<file path="src/rtl/alu_arbiter.sv">
// alu_arbiter: shares one 8-bit alu between two valid/ready requesters.
// Only one operation is in flight: IDLE accepts a request, EXEC latches the
// ALU result, RESP presents it to the owning port until that port takes it.
//
// Ports:
//   clk, rst_n                   clock (rising edge), async active-low reset
//   req{0,1}_valid/_ready        request handshake (ready is combinational)
//   req{0,1}_op/_a/_b            ALU select and operands per port
//   rsp{0,1}_valid/_ready        response handshake per port
//   rsp_d, rsp_c                 shared result byte and carry
//   busy                         high whenever the FSM is not in IDLE
//
// Parameter FAIR: 1 = round-robin on contention, 0 = port 0 always wins.

// alu: combinational 8-bit datapath, S selects the operation.
module alu (
  input  logic [2:0] s,
  input  logic [7:0] a,
  input  logic [7:0] b,
  output logic [7:0] d,
  output logic       c
);

  localparam int unsigned DW = 8;

  logic [DW:0] r;

  // 9-bit result; bit 8 is the carry/borrow/shifted-out bit.
  always_comb begin
    r = '0;
    unique case (s)
      3'b000: r = {1'b0, a} + {1'b0, b};
      3'b001: r = {1'b0, a} - {1'b0, b};
      3'b010: r = {1'b0, a & b};
      3'b011: r = {1'b0, a | b};
      3'b100: r = {1'b0, a} << b;
      3'b101: r = {1'b0, a >> b};
      3'b110: r = {1'b0, a ^ b};
      3'b111: r = {1'b0, ~a};
      default: r = '0;
    endcase
  end

  assign d = r[DW-1:0];
  assign c = r[DW];

endmodule

module alu_arbiter #(
  parameter bit FAIR = 1'b1
) (
  input  logic       clk,
  input  logic       rst_n,
  input  logic       req0_valid,
  output logic       req0_ready,
  input  logic [2:0] req0_op,
  input  logic [7:0] req0_a,
  input  logic [7:0] req0_b,
  input  logic       req1_valid,
  output logic       req1_ready,
  input  logic [2:0] req1_op,
  input  logic [7:0] req1_a,
  input  logic [7:0] req1_b,
  output logic       rsp0_valid,
  input  logic       rsp0_ready,
  output logic       rsp1_valid,
  input  logic       rsp1_ready,
  output logic [7:0] rsp_d,
  output logic       rsp_c,
  output logic       busy
);

  localparam int unsigned OPW = 3;
  localparam int unsigned DW  = 8;

  typedef enum logic [1:0] {
    IDLE = 2'd0,
    EXEC = 2'd1,
    RESP = 2'd2
  } state_e;

  state_e          state_q, state_d;
  logic [OPW-1:0]  op_q, op_d;
  logic [DW-1:0]   a_q, a_d;
  logic [DW-1:0]   b_q, b_d;
  logic            owner_q, owner_d;
  logic            prio_q, prio_d;
  logic [DW-1:0]   d_q, d_d;
  logic            c_q, c_d;
  logic            rsp0_valid_q, rsp0_valid_d;
  logic            rsp1_valid_q, rsp1_valid_d;
  logic            busy_q, busy_d;

  logic            any_valid;
  logic            sel;
  logic            grant0, grant1;
  logic            owner_rsp_ready;
  logic [DW-1:0]   alu_d;
  logic            alu_c;

  // Shared datapath, fed only from the captured operands.
  alu u_alu (
    .s (op_q),
    .a (a_q),
    .b (b_q),
    .d (alu_d),
    .c (alu_c)
  );

  // Port selection: a lone requester wins; on contention prio_q decides
  // when fair, otherwise port 0.
  always_comb begin
    any_valid = req0_valid | req1_valid;
    if (req0_valid && req1_valid) begin
      sel = FAIR ? prio_q : 1'b0;
    end else begin
      sel = req1_valid;
    end
  end

  assign owner_rsp_ready = owner_q ? rsp1_ready : rsp0_ready;

  // Next-state and datapath register updates.
  always_comb begin
    state_d = state_q;
    op_d    = op_q;
    a_d     = a_q;
    b_d     = b_q;
    owner_d = owner_q;
    prio_d  = prio_q;
    d_d     = d_q;
    c_d     = c_q;
    grant0  = 1'b0;
    grant1  = 1'b0;

    unique case (state_q)
      IDLE: begin
        if (any_valid) begin
          grant0  = ~sel;
          grant1  = sel;
          op_d    = sel ? req1_op : req0_op;
          a_d     = sel ? req1_a  : req0_a;
          b_d     = sel ? req1_b  : req0_b;
          owner_d = sel;
          prio_d  = FAIR ? ~sel : 1'b0;
          state_d = EXEC;
        end
      end
      EXEC: begin
        d_d     = alu_d;
        c_d     = alu_c;
        state_d = RESP;
      end
      RESP: begin
        if (owner_rsp_ready) begin
          state_d = IDLE;
        end
      end
      default: state_d = IDLE;
    endcase

    rsp0_valid_d = (state_d == RESP) && !owner_d;
    rsp1_valid_d = (state_d == RESP) &&  owner_d;
    busy_d       = (state_d != IDLE);
  end

  // Ready is combinational; gating with rst_n keeps it low during reset.
  assign req0_ready = grant0 & rst_n;
  assign req1_ready = grant1 & rst_n;

  // State and datapath registers.
  always_ff @(posedge clk or negedge rst_n) begin
    if (!rst_n) begin
      state_q      <= IDLE;
      op_q         <= '0;
      a_q          <= '0;
      b_q          <= '0;
      owner_q      <= 1'b0;
      prio_q       <= 1'b0;
      d_q          <= '0;
      c_q          <= 1'b0;
      rsp0_valid_q <= 1'b0;
      rsp1_valid_q <= 1'b0;
      busy_q       <= 1'b0;
    end else begin
      state_q      <= state_d;
      op_q         <= op_d;
      a_q          <= a_d;
      b_q          <= b_d;
      owner_q      <= owner_d;
      prio_q       <= prio_d;
      d_q          <= d_d;
      c_q          <= c_d;
      rsp0_valid_q <= rsp0_valid_d;
      rsp1_valid_q <= rsp1_valid_d;
      busy_q       <= busy_d;
    end
  end

  assign rsp0_valid = rsp0_valid_q;
  assign rsp1_valid = rsp1_valid_q;
  assign rsp_d      = d_q;
  assign rsp_c      = c_q;
  assign busy       = busy_q;

endmodule
</file>
<file path="config.mk">
export PLATFORM = sky130hd
export DESIGN_NAME = alu_arbiter
export DESIGN_NICKNAME = d
export VERILOG_FILES = /design/src/rtl/alu_arbiter.sv
export SDC_FILE = /design/constraint.sdc
export NUM_CORES = 1
export LEC_CHECK = 0
export CORE_ASPECT_RATIO = 0.8
export CORE_MARGIN = 5
export CORE_UTILIZATION = 54
export DETAILED_ROUTE_END_ITERATION = 10
export PLACE_DENSITY = 0.89
export SYNTH_ARGS = -nofsm -noshare
export SYNTH_HDL_FRONTEND = slang
export SYNTH_SLANG_ARGS = --single-unit
</file>
<file path="constraint.sdc">
create_clock -name clk -period 3.2 [get_ports clk]
set_input_delay 0.32 -clock clk [delete_from_list [all_inputs] [get_ports clk]]
set_output_delay 0.32 -clock clk [all_outputs]
set_load 0.02 [all_outputs]
</file>
# Word level (Yosys, flattened, before mapping)
# Index checks and enable logic that the tools add are counted.
[classes] n_addsub=2 eq_ne=10 n_shift=2 muxes=15 bitwise_logic=8 n_reduce_logical=8
[op_table] op="$pmux W9 S8" count=1
[op_table] op="$mux W8" count=2
[op_table] op="$eq A3 B3 Y1 const B" count=4
[op_table] op="$add A8 B8 Y9" count=1
[op_table] op="$shl A8 B8 Y9" count=1
[op_table] op="$sub A8 B8 Y9" count=1
[op_table] op="$and A8 B8 Y8" count=1
[op_table] op="$mux W1" count=8
[op_table] op="$not A8 Y8" count=1
[op_table] op="$or A8 B8 Y8" count=1
[op_table] op="$shr A8 B8 Y8" count=1
[op_table] op="$xor A8 B8 Y8" count=1
[op_table] op="$eq A3 B2 Y1 const B" count=2
[op_table] op="$pmux W2 S3" count=1
[op_table] op="$eq A2 B2 Y1 const B" count=2
[op_table] op="$mux W2" count=2
[op_table] op="$eq A3 B1 Y1 const B" count=1
[op_table] op="$logic_and A1 B1 Y1" count=3
[op_table] op="$logic_not A3 Y1" count=1
[op_table] op="$mux W3" count=1
[op_table] op="$and A1 B1 Y1" count=2
[op_table] op="$eq A2 B1 Y1 const B" count=1
[op_table] op="$logic_not A2 Y1" count=1
[op_table] op="$reduce_and A2 Y1" count=1
[op_table] op="other kinds (4)" count=4
[word_totals] regBits=35

# Longest topological paths before layout
# Gate-level depths: netlist (run 1).
[depth] depth_word=6 mapped_depth=14 ltp_nobuf=11

# By module
# A second synthesis (run 1) with hierarchy kept.
[unflattened] hier_cells=403 hier_area_um2=3320.7
[by_module_without_submodules] mod="alu" n_inst=1 cells_per_inst=245 area_each_um2=1700.4
[by_module_without_submodules] mod="alu_arbiter" n_inst=1 cells_per_inst=158 area_each_um2=1620.3

# Worst setup path before layout (run 1)
# Ideal clock, no wire load.
[synth_timing] path_type="register to register" from="reg b_q[1]" to="reg d_q[7] (netlist: rsp_d[7])" setup_ns=0.126 arrival_time_ns=2.756 path_slack_ns=0.318 stages_incl_launch_ff=15 path_buffers=3 path_cell_list="dfrtp_1 clkbuf_8 buf_2 buf_2 inv_1 ha_1 mux2_2 inv_1 ha_1 nor2b_1 o2111ai_1 nand3_1 a21oi_1 and3b_1 o32a_1"
[synth_via] elab_chain_len=2 word_cells_on_any_way=5
[synth_rtl] element="start: declaration" line="85" text="logic [DW-1:0] b_q, b_d;"
[synth_rtl] element="start signal: assignment" line="177" text="b_q <= '0;"
[synth_rtl] element="start signal: assignment" line="189" text="b_q <= b_d;"
[synth_rtl] element="$sub A8 B8 Y9, or another cell as far along" line="33" text="3'b001: r = {1'b0, a} - {1'b0, b};"
[synth_rtl] element="$pmux W9 S8 (*)" line="31" text="unique case (s)"
[synth_rtl] element="end signal: assignment" line="180" text="d_q <= '0;"
[synth_rtl] element="end signal: assignment" line="192" text="d_q <= d_d;"
[synth_rtl] element="end: declaration" line="88" text="logic [DW-1:0] d_q, d_d;"
# Mark *: on every way between the ends. The rest lies on a longest branch, timed or not.
# A chain may end at the register's enable or synchronous reset.

# Final worst setup path (run 1)
[layout_timing] from="reg op_q[2]" to="reg d_q[7] (netlist: rsp_d[7])"
[layout_via] elab_chain_len=2 word_cells_on_any_way=9
[layout_rtl] element="start: declaration" line="83" text="logic [OPW-1:0] op_q, op_d;"
[layout_rtl] element="start signal: assignment" line="187" text="op_q <= op_d;"
[layout_rtl] element="$eq A3 B3 Y1, or another cell as far along" line="31"
[layout_rtl] element="$pmux W9 S8 (*)" line="31"
# Marked as above.

==> impl_results.rst, run 1 <==
.. list-table::
   :header-rows: 1

   * - Metric
     - Value
   * - Number of enable-type register cells in the synthesized netlist
     - 0
   * - Number of core rows
     - 25
   * - Crit path launch
     - op_q[2]
   * - Reg2Reg Setup Slack
     - 0.31 ns
   * - TritonCTS clock tree
     - built
   * - Dpl cell area
     - around 3900 sq um
   * - Total die area
     - roughly 7700 sq um
   * - Comb pwr share
     - 0.707
   * - Worst IR drop on VDD
     - between 0.5 and 0.6 mV
   * - Distinct cell type count after synthesis
     - 60
   * - Sequence of cells on the critical path
     - nor2_1 > and2_0 > buf_4 > a21oi_1 > xnor2_1 > ha_1 > and3_1 > a21oi_1 > nand3_1 > a21oi_1 > and3b_1 > o32a_1
   * - Bufs on Longest Clock Path
     - 2
   * - Critical path data arrival time
     - just over 3 ns
   * - Capture point of the worst path
     - rsp_d[7]
   * - RePlAce Congestion
     - 1.03
   * - Layout Nets
     - approximately 500
   * - Endpoint class of the critical path
     - flop
   * - Flip-flop and latch count after synthesis
     - 35
   * - Post-Route Setup TNS
     - 0 ns
   * - Hold violation total from the final report
     - 0
   * - Port bufs
     - 57
   * - Half-perimeter wire length after placement
     - approximately 7200 um
   * - Ant diodes
     - 0
   * - Power Density
     - between 1000 and 1500 nW/um^2
   * - Finish-stage setup viols
     - 0
   * - Die Y-Extent
     - between 70 and 80 um
   * - Number of optimization iterations in the first detailed-route pass
     - 7
   * - Worst path required time
     - approximately 3.4 ns
   * - Final ANT Viol Nets
     - 0
   * - Die Wd
     - between 90 and 100 um
   * - Clock power share
     - 0.089
   * - Fin Clk Skew
     - roughly 0.011 ns
   * - First-pass GRT wire length
     - between 15000 and 20000 um
   * - CTS resizes
     - 0
   * - Iter 0 DRT Violations
     - roughly 350
   * - Sequential element share of the synthesized area
     - 0.268
   * - R2r startpoint
     - op_q[2]
   * - Total Power
     - approximately 4.9 mW
   * - Summed area of non-filler cells in the final layout
     - roughly 4000 sq um
   * - Startpoint-to-endpoint class of the critical path
     - reg2reg
   * - Run status
     - complete, no violations
   * - Number of remaining DRC errors
     - 0
   * - Depth of the worst register-to-register path
     - 12
   * - Area growth, synth to finish
     - 23.5%
   * - Gate count after technology mapping
     - 380
   * - Top-Level Pins
     - just under 60
   * - Highest achievable clock rate
     - between 0.3 and 0.4 GHz
   * - Routed vias/inst
     - about 6.1
   * - Depth of the CTS H-tree
     - 2
   * - # Post-CTS Setup Buffers
     - 0
   * - Via count of the first global-routing pass
     - 3072
   * - Worst-Margin Slew
     - between 0.6 and 0.7 ns
   * - Async set-reset flop share out of synthesis
     - 1.00
   * - Switching share of power
     - 0.500
   * - Total number of clock tree sinks
     - 35
   * - Minimum clock period
     - a little under 3 ns
   * - Total clock buffers created by CTS
     - 5
   * - Mean instance size in the synthesized netlist
     - between 8 and 9 sq um
   * - Cell with the largest stage delay on the worst path
     - sky130_fd_sc_hd__dfrtp_1
   * - Layout cell share with drive strength beyond 1
     - 0.106
   * - Max-slew headroom at the worst pin
     - 0.583
   * - Final Routed Wirelength
     - approximately 9400 um
   * - Top FF cell, synth
     - sky130_fd_sc_hd__dfrtp_1
   * - Max-slew violations
     - 0
   * - Switching Power
     - 2.43 mW
   * - Type of the most critical hold path
     - in2async
   * - Ys Warns
     - 0
   * - Initial Util
     - 0.556
   * - Synthesized netlist net count
     - 450
   * - Syn Std Cell Area
     - ~3300 sq um
   * - Total grt overflow
     - 0
   * - Total global-route track usage
     - 0.249
   * - Internal power
     - 2.43 mW
   * - Critical-path maximum fanout
     - 6
   * - Core outline area
     - between 5000 and 6000 sq um
   * - Antenna violations before repair
     - 0
   * - Latest clock arrival within the worst-skew pair
     - roughly 0.3 ns
   * - Share of the clock period used by the worst path after layout
     - 0.904
   * - Critical R2R Capture
     - rsp_d[7]
   * - Max-cap violations
     - 0
   * - Clock slew at reported path FFs
     - roughly 0.080 ns
   * - Slowest stage delay, CP
     - roughly 0.4 ns
   * - Most Frequent Cell on Critical Path
     - sky130_fd_sc_hd__a21oi_1
   * - Vias
     - 3138
   * - Unrepaired setup endpoints after global routing
     - false
   * - Clk Tree Root Cell
     - sky130_fd_sc_hd__clkbuf_8
   * - Proportion of power drawn by flip-flops and latches
     - 0.204
   * - Leakage power
     - about 1.8 nW
   * - Worst setup SP type
     - flop
   * - Post-DR wirelength/cell
     - 18.2 um
   * - Maximum number of pins on one net before global-route repair
     - 35
## metrics by stage
stage | util | instances | setup WS, ns | hold slack (ns)
4_1_cts | 0.686 | 516 | 0.348 | 0.379
6_report | 0.686 | 516 | 0.306 | 0.382
5_1_grt | 0.686 | 516 | 0.0619 | 0.402
3_5_place_dp | 0.664 | 507 | 0.380 | 0.146
3_3_place_gp | 0.664 | 507 | 0.540 | 0.147
2_1_floorplan | - | 380 | 0.318 | 0.0244
## flip-flops by register name, summed over array words and instances (netlist names), 2 cells and up
name	cells
state_q	2
a_q	8
rsp_d	8
op_q	3
b_q	8
## cell usage after synthesis (all sizes together) (3+ instances only)
cell      n  area share
and3      6       0.013
buf       8       0.012
nor2b     7       0.016
nor3     10       0.019
mux2i    32       0.098
nor2     31       0.036
o21a      4      0.0092
o22ai     4      0.0077
and2      3      0.0057
mux4      7       0.048
a31oi     4      0.0077
nand3    10       0.017
o21ai    41       0.063
ha       25       0.096
dfrtp    35        0.27
a21oi    17       0.026
clkbuf   21       0.041
o2111ai   4       0.011
nand2    42       0.048
nor4      3       0.010
xnor2     9       0.024
a211oi    7       0.016
inv      21       0.024
## worst min path at each step
stage | end | slack [ns] | depth (start not counted)
3_3_place_gp | owner_q | 0.15 | 1
6_report | rsp0_valid | 0.38 | 2
3_5_place_dp | owner_q | 0.15 | 1
2_1_floorplan | a_q[0] | 0.02 | 0
4_1_cts | owner_q | 0.38 | 2
5_1_grt | owner_q | 0.40 | 2
## critical path, delay by kind of cell, from the launching register on
family | cells | cell delay [ns]
xor gates and xnor gates | 1 | 0.15
and+or+nand+nor | 5 | 1.00
buffers and inverters | 1 | 0.18
DFF | 1 | 0.39
AOI/OAI and AO/OA | 4 | 0.68
adders and majority gates | 1 | 0.38
## final cells by class
| type | count | area (sq um) |
|---|---|---|
| Multi-Input combinational cell | 295 | 2150 |
| Tap cell | 81 | 101 |
| Clock inverter | 2 | 38.8 |
| Fill cell | 525 | 1850 |
| Inverter | 21 | 78.8 |
| Clock buffer | 6 | 82.6 |
| Timing Repair Buffer | 76 | 711 |
| Sequential cell | 35 | 876 |
## logic make-up (layout without fill, tap and decap cells)
logic type                 after synthesis  in the layout  synth area share
AOI/OAI and AO/OA                      102            102             0.198
xor gates and xnor gates                11             11            0.0295
adders and majority gates               26             26             0.102
buffers and inverters                   50            105            0.0774
DFF                                     35             35             0.268
muxes                                   40             40             0.150
and+or+nand+nor                        116            116             0.175
## routing by layer
| layer | wire [um] | track usage | vias to the layer above | part of all wire |
|---|---|---|---|---|
| met5 | 0 | 0 | - | 0 |
| met4 | 170 | 0.0813 | 0 | 0.018 |
| met3 | 803 | 0.0629 | 25 | 0.086 |
| met2 | 4410 | 0.403 | 178 | 0.47 |
| met1 | 4000 | 0.328 | 1465 | 0.43 |
| li1 | - | - | 1470 | - |
## power groups by stage
stage | clock [mW] | combinational (mW) | sequential (mW)
floorplan | 0 | 2.51 | 0.938
global placement | 0 | 3.24 | 0.970
detailed placement | 0 | 3.36 | 0.984
CTS | 0.436 | 3.38 | 0.976
global route | 0.459 | 3.77 | 1.02
finish | 0.432 | 3.43 | 0.988
## cells in the final DEF, fill, tap and decap left out, types with 4 or more instances in the layout
cell type	count
sky130_fd_sc_hd__mux2i_1	32
sky130_fd_sc_hd__mux4_2	7
sky130_fd_sc_hd__o21ai_0	37
sky130_fd_sc_hd__nor2_1	31
sky130_fd_sc_hd__o21a_1	4
sky130_fd_sc_hd__o2111ai_1	4
sky130_fd_sc_hd__clkbuf_8	6
sky130_fd_sc_hd__xnor2_1	9
sky130_fd_sc_hd__a21oi_1	17
sky130_fd_sc_hd__a31oi_1	4
sky130_fd_sc_hd__ha_1	25
sky130_fd_sc_hd__and3_1	4
sky130_fd_sc_hd__inv_1	21
sky130_fd_sc_hd__dfrtp_1	35
sky130_fd_sc_hd__nor3_1	9
sky130_fd_sc_hd__o22ai_1	4
sky130_fd_sc_hd__nand3_1	9
sky130_fd_sc_hd__nand2_1	42
sky130_fd_sc_hd__a211oi_1	7
sky130_fd_sc_hd__buf_4	18
sky130_fd_sc_hd__clkdlybuf4s50_1	56
sky130_fd_sc_hd__nor2b_1	6
## timing repair
action                     CTS  global route
hold buffers                 1             0
hold endpoints to repair     2             0
setup endpoints to repair    0             0
Note: power is estimated with default switching activity, not from simulation.
==> run 2: changes to the inputs <==
--- a/config.mk
+++ b/config.mk
@@ -9,6 +9,7 @@
 export CORE_MARGIN = 5
 export CORE_UTILIZATION = 54
 export DETAILED_ROUTE_END_ITERATION = 10
+export GPL_ROUTABILITY_DRIVEN = 0
 export PLACE_DENSITY = 0.89
 export SYNTH_ARGS = -nofsm -noshare
 export SYNTH_HDL_FRONTEND = slang
==> run 2 against run 1 <==
  * Total power down 1.5%
  * Global-route usage is 1.1 points lower
  * Sequential share of layout area increased by 0.17 points
  * Critical endpoint unchanged
  * Via count is 1.1% higher
==> impl_results.rst, run 2 (synthesis gave the netlist of run 1 again) <==
.. list-table::
   :header-rows: 1

   * - Metric
     - Value
   * - Run status
     - complete, no violations (unchanged)
   * - Summed area of non-filler cells in the final layout
     - 4000 sq um (was 4030 sq um)
   * - Max-slew violations
     - 0 (unchanged)
   * - Half-perimeter wire length after placement
     - 6760 um (was 7240 um)
   * - Vias
     - 3172 (was 3138)
   * - Flip-flop and latch area
     - 876 sq um (unchanged)
   * - Total number of clock tree sinks
     - 35 (unchanged)
   * - Layout Nets
     - 501 (was 504)
   * - Depth of the worst register-to-register path
     - 11 (was 12)
   * - Maximum number of pins on one net before global-route repair
     - 36 (was 35)
   * - CTS resizes
     - 0 (unchanged)
   * - Number of remaining DRC errors
     - 0 (unchanged)
   * - Post-DR wirelength/cell
     - 17.5 um (was 18.2 um)
   * - Fin Clk Skew
     - 0.00747 ns (was 0.0105 ns)
   * - Filler Cells Inserted
     - 472 (was 525)
   * - Placement Setup Slack
     - 0.330 ns (was 0.380 ns)
   * - Final worst-path setup slack
     - 0.245 ns (was 0.306 ns)
   * - Slowest stage delay, CP
     - 0.43 ns (was 0.39 ns)
   * - Final Routed Wirelength
     - 9000 um (was 9390 um)
   * - Capture point of the worst path
     - rsp_d[7] (unchanged)
   * - Top-Level Pins
     - 58 (unchanged)
   * - # Post-CTS Setup Buffers
     - 0 (unchanged)
   * - Worst setup SP type
     - flop (unchanged)
   * - Dpl cell area
     - 3890 sq um (was 3900 sq um)
   * - Total global-route track usage
     - 0.238 (was 0.249)
   * - Unrepaired setup endpoints after global routing
     - false (unchanged)
   * - Total grt overflow
     - 0 (unchanged)
   * - Max-slew headroom at the worst pin
     - 0.609 (was 0.583)
   * - Critical path data arrival time
     - 3.15 ns (was 3.07 ns)
   * - Fin cells
     - 513 (was 516)
   * - Worst IR drop on VDD
     - 0.515 mV (was 0.532 mV)
   * - Share of the core filled with cells in the final layout
     - 0.681 (was 0.686)
   * - Total die area
     - 7720 sq um (unchanged)
   * - Port bufs
     - 57 (unchanged)
   * - Post-Route Setup TNS
     - 0 ns (unchanged)
   * - Number of optimization iterations in the first detailed-route pass
     - 6 (was 7)
   * - Die Y-Extent
     - 79.6 um (unchanged)
   * - Power Density
     - 1190 nW/um^2 (was 1200 nW/um^2)
   * - Finish-stage setup viols
     - 0 (unchanged)
   * - Core outline area
     - 5880 sq um (unchanged)
   * - Share of the clock period used by the worst path after layout
     - 0.923 (was 0.904)
   * - Hold bufs inserted after CTS
     - 0 (was 1)
   * - Max-cap violations
     - 0 (unchanged)
   * - Type of the most critical hold path
     - in2async (unchanged)
   * - R2r startpoint
     - op_q[2] (unchanged)
   * - Worst path buffer plus inverter count
     - 1 (unchanged)
   * - Ant diodes
     - 0 (unchanged)
   * - Depth of the CTS H-tree
     - 2 (unchanged)
   * - Instance count on the critical path
     - 11 (was 12)
   * - Commonest non-fill, non-tap cell in the layout
     - sky130_fd_sc_hd__clkdlybuf4s50_1 (unchanged)
   * - Layout cell share with drive strength beyond 1
     - 0.102 (was 0.106)
   * - Reg2Reg Setup Slack
     - 0.24 ns (was 0.31 ns)
   * - Cell with the largest stage delay on the worst path
     - sky130_fd_sc_hd__and2_0 (was sky130_fd_sc_hd__dfrtp_1)
   * - Hold violation total from the final report
     - 0 (unchanged)
   * - Worst path required time
     - 3.40 ns (was 3.38 ns)
   * - Minimum clock period
     - 2.96 ns (was 2.89 ns)
   * - Clock slew at reported path FFs
     - 0.08 ns (about the same)
   * - Number of instances in the placed design
     - 505 (was 507)
   * - Initial Util
     - 0.556 (unchanged)
   * - Area growth, synth to finish
     - 22.5% (was 23.5%)
   * - Clk Tree Root Cell
     - sky130_fd_sc_hd__clkbuf_8 (unchanged)
   * - Crit path launch
     - op_q[2] (unchanged)
   * - TritonCTS clock tree
     - built (unchanged)
   * - First-pass GRT wire length
     - 15000 um (was 15300 um)
   * - Iter 0 DRT Violations
     - 410 (was 351)
   * - Die Wd
     - 97.0 um (unchanged)
   * - Via count of the first global-routing pass
     - 3163 (was 3072)
   * - Leakage power
     - 1.74 nW (was 1.76 nW)
   * - Total clock buffers created by CTS
     - 5 (unchanged)
   * - Routed vias/inst
     - 6.18 (was 6.08)
   * - Critical-path maximum fanout
     - 8 (was 6)
   * - Worst path top cell family by delay
     - simple AND/OR/NAND/NOR gates (unchanged)
   * - Startpoint-to-endpoint class of the critical path
     - reg2reg (unchanged)
   * - Highest achievable clock rate
     - 0.338 GHz (was 0.346 GHz)
   * - Antenna violations before repair
     - 1 (was 0)
   * - Number of core rows
     - 25 (unchanged)
   * - Sequence of cells on the critical path
     - nor2_1 > and2_0 > mux2_2 > inv_1 > ha_1 > nor2b_1 > o2111ai_1 > nand3_1 > a21oi_1 > and3b_1 > o32a_1 (was nor2_1 > and2_0 > buf_4 > a21oi_1 > xnor2_1 > ha_1 > and3_1 > a21oi_1 > nand3_1 > a21oi_1 > and3b_1 > o32a_1)
   * - Endpoint class of the critical path
     - flop (unchanged)
   * - Bufs on Longest Clock Path
     - 2 (unchanged)
   * - Worst-Margin Slew
     - 0.584 ns (was 0.617 ns)
   * - Latest clock arrival within the worst-skew pair
     - 0.31 ns (was 0.30 ns)
   * - Critical R2R Capture
     - rsp_d[7] (unchanged)
   * - Most frequent cells in the layout
     - 56 x sky130_fd_sc_hd__clkdlybuf4s50_1, 42 x sky130_fd_sc_hd__nand2_1, 37 x sky130_fd_sc_hd__o21ai_0 (unchanged)
   * - Multi-input logic area
     - 2150 sq um (unchanged)
   * - Final ANT Viol Nets
     - 0 (unchanged)
run 2: cell types whose count changed in the layout (fill, tap and decap cells not counted), sizes merged:
cell,before,now
clkinvlp,0,1
clkbuf,6,5
buf,19,17
dlygate4sd3,1,0
run 2: where the power goes:
| part | internal [mW] | switching, mW |
|---|---|---|
| combinational | 1.50 | 1.85 |
| clock | 0.235 | 0.193 |
| sequential | 0.657 | 0.346 |
run 2: area by class of cell:
cell class,instances,share of cell area
Multi-Input combinational cell,295,0.536
Sequential cell,35,0.219
Timing Repair Buffer,73,0.171
Tap cell,81,0.0253
Inverter,21,0.0197
Clock buffer,5,0.0172
Clock inverter,3,0.0116
run 2: worst min path at each step:
| stage | start | endpoint | slack, ns |
|---|---|---|---|
| 2_1_floorplan | rst_n | a_q[0] | 0.02 |
| 3_3_place_gp | rst_n | rsp_d[7] | 0.46 |
| 3_5_place_dp | rst_n | rsp_d[7] | 0.45 |
| 4_1_cts | rst_n | a_q[5] | 0.13 |
| 5_1_grt | rst_n | a_q[5] | 0.17 |
| 6_report | rst_n | rsp_d[7] | 0.12 |
run 2: stage by stage:
step	hold slack, ns	power (mW)
floorplan	0.0244	3.45
global placement	0.458	4.11
detailed placement	0.454	4.26
CTS	0.135	4.71
global route	0.171	5.17
finish	0.121	4.78
run 2: routing by layer:
layer | GRT usage | vias up | wire length [um] | share of wire
met5 | 0 | - | 11 | 0.0012
met4 | 0.0771 | 2 | 276 | 0.031
met3 | 0.0655 | 45 | 966 | 0.11
met2 | 0.387 | 200 | 4060 | 0.45
met1 | 0.310 | 1458 | 3680 | 0.41
li1 | - | 1467 | - | -
run 2: worst register-to-register path: cells and delay by family, from the launching register on:
kind            cells  cell delay, ns
simple gates        5            1.09
compound gates      3            0.65
mux                 1            0.43
flops               1            0.39
fa+ha+maj           1            0.21
buf+inv             1            0.06
==> run 3: changes to the inputs <==
--- a/config.mk
+++ b/config.mk
@@ -8,6 +8,7 @@
 export CORE_ASPECT_RATIO = 0.8
 export CORE_MARGIN = 5
 export CORE_UTILIZATION = 54
+export CTS_CLUSTER_SIZE = 30
 export DETAILED_ROUTE_END_ITERATION = 10
 export GPL_ROUTABILITY_DRIVEN = 0
 export PLACE_DENSITY = 0.89
==> results of run 3 <==
No change in the layout: final DEF, timing and power equal those of run 2.
